<file path="src/rtl/peck8_serializer.sv">
// Byte-wide valid/ready to MSB-first serial transmitter with a programmable
// bit period (DIV clocks) and an inter-byte idle gap (GAP clocks).
module peck8_serializer #(
   parameter int DIV = 4,
   parameter int GAP = 2
) (
   input  logic       clk,
   input  logic       rst_n,
   input  logic [7:0] din,
   input  logic       din_valid,
   output logic       din_ready,
   output logic       dout,
   output logic       dout_en,
   output logic       frame_done,
   output logic       busy
);

   localparam int DW = (DIV > 1) ? $clog2(DIV) : 1;
   localparam logic [DW-1:0] DIV_LAST = DW'(DIV - 1);
   localparam logic [7:0]    GAP_LAST = 8'((GAP > 0) ? GAP - 1 : 0);

   typedef enum logic [1:0] {
      ST_IDLE,
      ST_SHIFT,
      ST_GAP
   } state_e;

   state_e        state_q, state_d;
   logic [7:0]    shreg_q, shreg_d;
   logic [2:0]    bit_q, bit_d;
   logic [DW-1:0] div_q, div_d;
   logic [7:0]    gap_q, gap_d;

   logic din_ready_q, din_ready_d;
   logic dout_q, dout_d;
   logic dout_en_q, dout_en_d;
   logic frame_done_q, frame_done_d;
   logic busy_q, busy_d;

   always_comb begin
      state_d = state_q;
      shreg_d = shreg_q;
      bit_d   = bit_q;
      div_d   = div_q;
      gap_d   = gap_q;

      case (state_q)
         ST_IDLE: begin
            if (din_valid && din_ready_q) begin
               shreg_d = din;
               bit_d   = 3'd7;
               div_d   = DIV_LAST;
               state_d = ST_SHIFT;
            end
         end
         ST_SHIFT: begin
            if (div_q == '0) begin
               shreg_d = {shreg_q[6:0], 1'b0};
               div_d   = DIV_LAST;
               bit_d   = bit_q - 3'd1;
               if (bit_q == 3'd0) begin
                  if (GAP > 0) begin
                     state_d = ST_GAP;
                     gap_d   = GAP_LAST;
                  end else begin
                     state_d = ST_IDLE;
                  end
               end
            end else begin
               div_d = div_q - DW'(1);
            end
         end
         ST_GAP: begin
            if (gap_q == 8'd0) state_d = ST_IDLE;
            else               gap_d   = gap_q - 8'd1;
         end
         default: state_d = ST_IDLE;
      endcase

      // NOTE: outputs are decoded from the next-state values so that the
      // registered copies line up with the state they describe, without
      // any combinational path from din_valid to a port.
      din_ready_d  = (state_d == ST_IDLE);
      busy_d       = (state_d != ST_IDLE);
      dout_d       = (state_d == ST_SHIFT) && shreg_d[7];
      dout_en_d    = (state_d == ST_SHIFT) && (div_d == '0);
      frame_done_d = dout_en_d && (bit_d == 3'd0);
   end

   always_ff @(posedge clk) begin
      if (!rst_n) begin
         state_q      <= ST_IDLE;
         shreg_q      <= '0;
         bit_q        <= '0;
         div_q        <= '0;
         gap_q        <= '0;
         din_ready_q  <= 1'b0;
         dout_q       <= 1'b0;
         dout_en_q    <= 1'b0;
         frame_done_q <= 1'b0;
         busy_q       <= 1'b0;
      end else begin
         state_q      <= state_d;
         shreg_q      <= shreg_d;
         bit_q        <= bit_d;
         div_q        <= div_d;
         gap_q        <= gap_d;
         din_ready_q  <= din_ready_d;
         dout_q       <= dout_d;
         dout_en_q    <= dout_en_d;
         frame_done_q <= frame_done_d;
         busy_q       <= busy_d;
      end
   end

   assign din_ready  = din_ready_q;
   assign dout       = dout_q;
   assign dout_en    = dout_en_q;
   assign frame_done = frame_done_q;
   assign busy       = busy_q;

endmodule

</file>
<file path="config.mk">
export PLATFORM = sky130hd
export DESIGN_NAME = peck8_serializer
export DESIGN_NICKNAME = d
export VERILOG_FILES = /design/src/rtl/peck8_serializer.sv
export SDC_FILE = /design/constraint.sdc
export NUM_CORES = 1
export LEC_CHECK = 0
export CAP_MARGIN = 10
export CORE_UTILIZATION = 35
export CTS_CLUSTER_DIAMETER = 80
export DETAILED_ROUTE_END_ITERATION = 8
export GPL_TIMING_DRIVEN = 1
export PLACE_DENSITY = 0.52
export SLEW_MARGIN = 10
export SYNTH_ARGS = -nofsm -noshare
export SYNTH_HDL_FRONTEND = slang
export SYNTH_SLANG_ARGS = --single-unit
export TNS_END_PERCENT = 100
</file>
<file path="constraint.sdc">
create_clock -name clk -period 3.15 [get_ports clk]
set_input_delay 0.63 -clock clk [delete_from_list [all_inputs] [get_ports clk]]
set_output_delay 0.63 -clock clk [all_outputs]
set_load 0.02 [all_outputs]
</file>
# Yosys cells after proc, flatten, opt, wreduce, memory -nomap -nowiden
# Index checks and enable logic that the tools add are counted.
totals:
  register_bits: 28
  output_inout_bits: 5
  in_bits: 11
  wordCells: 55
op_classes:
  n_reduce_logical: 16
  mux: 18
  add_sub_neg: 3
  eq_ne: 7
op_table:
  columns: ["cell", "n"]
  rows:
  - ["$mux W8", 5]
  - ["$pmux W8 S2", 2]
  - ["$mux W2", 6]
  - ["$logic_not A2 Y1", 4]
  - ["$logic_not A8 Y1", 1]
  - ["$ne A2 B2 Y1 const B", 4]
  - ["$sub A8 B1 Y8 const B", 1]
  - ["$logic_not A3 Y1", 2]
  - ["$mux W3", 2]
  - ["$pmux W2 S3", 1]
  - ["$pmux W3 S2", 1]
  - ["$reduce_bool A2 Y1", 3]
  - ["$eq A2 B1 Y1 const B", 2]
  - ["$logic_and A1 B1 Y1", 4]
  - ["$pmux W2 S2", 1]
  - ["$reduce_and A4 Y1", 1]
  - ["$reduce_and A3 Y1", 1]
  - ["$sub A3 B1 Y3 const B", 1]
  - ["$eq A2 B2 Y1 const B", 1]
  - ["$sub A2 B1 Y2 const B", 1]

# Depth between registers and ports, before layout
depth:
  word_depth: 7
  ltp_mapped: 8
  ltp_nobuf: 6

# Worst setup path after synthesis
# Ideal clock, no wire load.
synth_timing:
  path_type: "register to register"
  from: "reg div_q[0]"
  to: "reg frame_done_q, in the netlist frame_done"
  required_time_ps: 3062
  arrival_ps: 1496
  path_buffers: 0
  setup_time_ps: 88
  slack_ps: 1566
  path_stages_with_launch: 7
  synth_period_minus_slack_ps: 1584
  cell_sequence: "dfxtp_1 inv_1 ha_1 and4bb_1 a211oi_1 or3_1 a311oi_2"
synth_via:
  elab_chain_cells: 6
  word_cells_on_any_way: 14
  cone_classes: "add/sub: 1; eq/ne: 1; mux: 7; reduce/logical: 5"
synth_lines:
  columns: ["item", "line", "text"]
  rows:
  - ["start: declaration", "31", "logic [DW-1:0] div_q, div_d;"]
  - ["start signal: assignment", "106", "div_q <= div_d;"]
  - ["$sub A2 B1 Y2 or $logic_not A2 Y1 (tied branches)", "70, 57", null]
  - ["$mux W2", "57", "if (div_q == '0) begin"]
  - ["$pmux W2 S2 or $pmux W2 S3 (tied branches)", "47", "case (state_q)"]
  - ["$logic_not A2 Y1 or $eq A2 B1 Y1 (tied branches)", "86", "dout_en_d = (state_d == ST_SHIFT) && (div_d == '0);"]
  - ["$logic_and A1 B1 Y1", "86", null]
  - ["$logic_and A1 B1 Y1 (*)", "87", "frame_done_d = dout_en_d && (bit_d == 3'd0);"]
  - ["end signal: assignment", "111", "frame_done_q <= frame_done_d;"]
  - ["end: declaration", "37", "logic frame_done_q, frame_done_d;"]
# Every way passes the cells marked *; elsewhere a longest branch is shown, timed or not.
# A chain may end at the register's enable or synchronous reset.

# Worst setup path in the final report
layout_timing:
  from: "reg din_ready_q, in the netlist din_ready"
  to: "out din_ready"
layout_lines:
  columns: ["item", "line", "text"]
  rows:
  - ["start: declaration", "34", "logic din_ready_q, din_ready_d;"]
  - ["start signal: assignment", "108", "din_ready_q <= din_ready_d;"]
  - ["end: declaration", "11", "output logic din_ready,"]
# No word-level cell between the ends.

==> metrics.md <==
| Metric | Value |
|---|---|
| Outcome | `finished, final reports clean` |
| Max_cap viols | `0` |
| Slowest stage cell, crit path | `clkdlybuf4s50_1` |
| Design area | `1590 um^2` |
| DRC viols | `0` |
| Mapped cell area | `1350 um^2` |
| GRT Total Usage | `14.3%` |
| Mapped Nets | `157` |
| Rel. slew slack | `60.8%` |
| Initial DRC count | `44` |
| Synthesized flop and latch total | `28` |
| Antenna violations before repair | `0` |
| Via count | `1052` |
| Maximum clock path buffer count | `2` |
| Cell taking the most area after synthesis | `dfxtp_1` |
| Layout cells sized above 1 | `9.68%` |
| Top-Level Pins | `16` |
| Post-synth ARST share | `0%` |
| Synth Instances | `141` |
| Final period util | `60.6%` |
| VDD IR max | `0.193 mV` |
| # clock sinks | `28` |
| Cts hold-fix bufs | `0` |
| Hold WC Path Type | `reg2reg` |
| Worst Max-Slew Pin Slew | `0.588 ns` |
| Die Y | `64.1 um` |
| Die extent in x | `64.1 um` |
| Shortest period the worst path allows | `1.91 ns` |
| Final HPWL DP | `1.92 mm` |
| Drt first pass iters | `4` |
| Slowest stage delay, CP | `0.62 ns` |
| Crit path DAT | `1.28 ns` |
| Mean Syn Cell Area | `9.58 um^2` |
| Drt via density | `5.18` |
| Crit-path max FO | `4` |
| Endpoints failing hold | `0` |
| Synth unique cells | `43` |
| Fill cells | `376` |
| Worst-Skew Late Latency | `0.28 ns` |
| Final ANT Viol Nets | `0` |
| EDFF count, synth | `0` |
| Max-slew violation count | `0` |
| CP Buf/Inv Count | `1` |
| Vias in the first global route | `1053` |
| Lkg Pwr | `0.576 nW` |
| Cell Rows | `22` |
| Grt ovf | `0` |
| Kind of cell adding the most delay to the critical path | `buffers and inverters` |
| Clk slew on worst S/H paths | `0.10 ns` |
| Share of the synthesized area in the top cell type | `41.5%` |
| Area Overhead vs Synth | `17.4%` |
| Setup repair after global routing missed its margin | `no` |
| Main synth FF type | `dfxtp_1` |
| Seq/Total Area, Yosys | `41.5%` |
| Top post-synthesis cells by area | `dfxtp_1 41%, ha_1 4.6%, a22oi_1 3.3%` |
| Critical Path RT | `2.52 ns` |
| Final setup violation count | `0` |
| Fmax | `0.524 GHz` |
| YS warnings | `0` |
| H-tree level count | `1` |
| Clock root buffer | `clkbuf_8` |
| Die area | `4110 um^2` |
| GPL Wtd Cong | `0.780` |
| # diodes | `0` |
| Routed WL | `2.56 mm` |
| Core ar. | `3690 um^2` |
| Cell Area, Placed | `1530 um^2` |
| Count of buffers from port buffering | `15` |
| Buffer count from post-CTS setup fixing | `0` |
| Critical-path cell list | `clkdlybuf4s50_1` |
| Crit Path Class | `reg2out` |
| Total CTS buffers | `3` |
| CP endpoint kind | `output pin` |
| Starting density of the core | `36.6%` |
| Final nets | `172` |
| # resized after CTS | `0` |
| Clock Skew | `0.00536 ns` |
| First-pass GRT wire length | `4.55 mm` |
| Pwr dens | `481 nW/um^2` |
| CTS tree | `built` |
| Largest net degree at the start of global routing | `17` |
| TNS Setup | `0 ns` |
| Crit start category | `flop` |
| WL per Instance | `12.6 um` |
area by class of cell:
type                    count  area [um^2]  area share (%)
clock buffers               4         55.1            3.47
inverters                   8         30.0            1.89
repair buffers             16          158            9.94
flip-flops and latches     28          561            35.3
well taps                  48         60.1            3.79
multi-input cells          99          723            45.6
synthesized netlist by cell type (all sizes together), types with 5 or more instances:
library cell  number
ha                 5
and2               5
a22oi              6
dfxtp             28
nand2             10
a21oi             10
buf                5
inv                8
nor2               9
path summary, 6_finish.rpt:
check,start,to,slack (ns),cells past startpoint
setup / recovery,din_ready,din_ready,1.24,1
setup reg to reg,div_q[0],frame_done,1.26,6
hold / removal,shreg_q[2],shreg_q[2],0.47,2
hold reg to reg,shreg_q[2],shreg_q[2],0.47,2
power breakdown:
group	internal (mW)	switching, mW
sequential	0.377	0.0202
clock	0.112	0.114
combinational	0.0700	0.0700
placed cells by master (no fill, tap or decap), types with 2 or more instances in the layout:
cell	n
and3b_1	2
clkbuf_8	4
inv_1	8
mux2i_1	3
a21boi_0	2
a211oi_1	2
ha_1	5
clkdlybuf4s50_1	15
a22oi_1	6
xor2_1	2
a21oi_1	8
xnor2_1	4
nor2b_1	3
dfxtp_1	28
nand3b_1	3
o21a_1	2
nand2_1	10
and2_1	5
nor2_1	9
nand4_1	2
a21oi_2	2
or3_1	4
nor3b_1	3
nor3_1	4
nand2b_1	2
state kept, by name, summed over array words and instances, names as in the netlist:
name / flops
bit_q: 3
busy: 1
din_ready: 1
div_q: 2
dout: 1
dout_en: 1
frame_done: 1
gap_q: 8
shreg_q: 8
state_q: 2
routing by layer:
layer | track usage [%] | vias to the layer above | share of wire (%)
met5 | 0 | - | 0
met4 | 5.00 | 0 | 1.5
met3 | 2.68 | 4 | 2.5
met2 | 27.4 | 15 | 51
met1 | 15.4 | 507 | 45
li1 | - | 526 | -
logic make-up after synthesis:
kind of cell / after synthesis / share of synthesized area [%]
adder cells (fa/ha/maj): 5 / 4.63
XOR/XNOR: 6 / 3.89
AO/OA/AOI/OAI: 27 / 15.2
buffers and inverters: 14 / 5.00
flip-flops: 28 / 41.5
AND/OR/NAND/NOR: 58 / 27.6
multiplexers: 3 / 2.22
stage by stage:
step | cells | setup WS, ns | power, mW | util [%] | hold slack [ns]
5_1_grt | 203 | 1.13 | 0.806 | 43.0 | 0.484
6_report | 203 | 1.24 | 0.763 | 43.0 | 0.466
2_1_floorplan | 141 | 1.57 | 0.506 | - | 0.436
3_5_place_dp | 199 | 1.03 | 0.547 | 41.5 | 0.455
3_3_place_gp | 199 | 1.04 | 0.544 | 41.5 | 0.451
4_1_cts | 203 | 1.23 | 0.767 | 43.0 | 0.468
worst register-to-register path, delay by kind of cell (launching register included):
| kind | cells | cell delay, ns |
|---|---|---|
| buffers and inverters | 1 | 0.08 |
| AND/OR/NAND/NOR | 3 | 0.98 |
| adder cells (fa/ha/maj) | 1 | 0.20 |
| flip-flops | 1 | 0.34 |
| AO/OA/AOI/OAI | 1 | 0.22 |
Note: power is estimated with default switching activity, not from simulation.
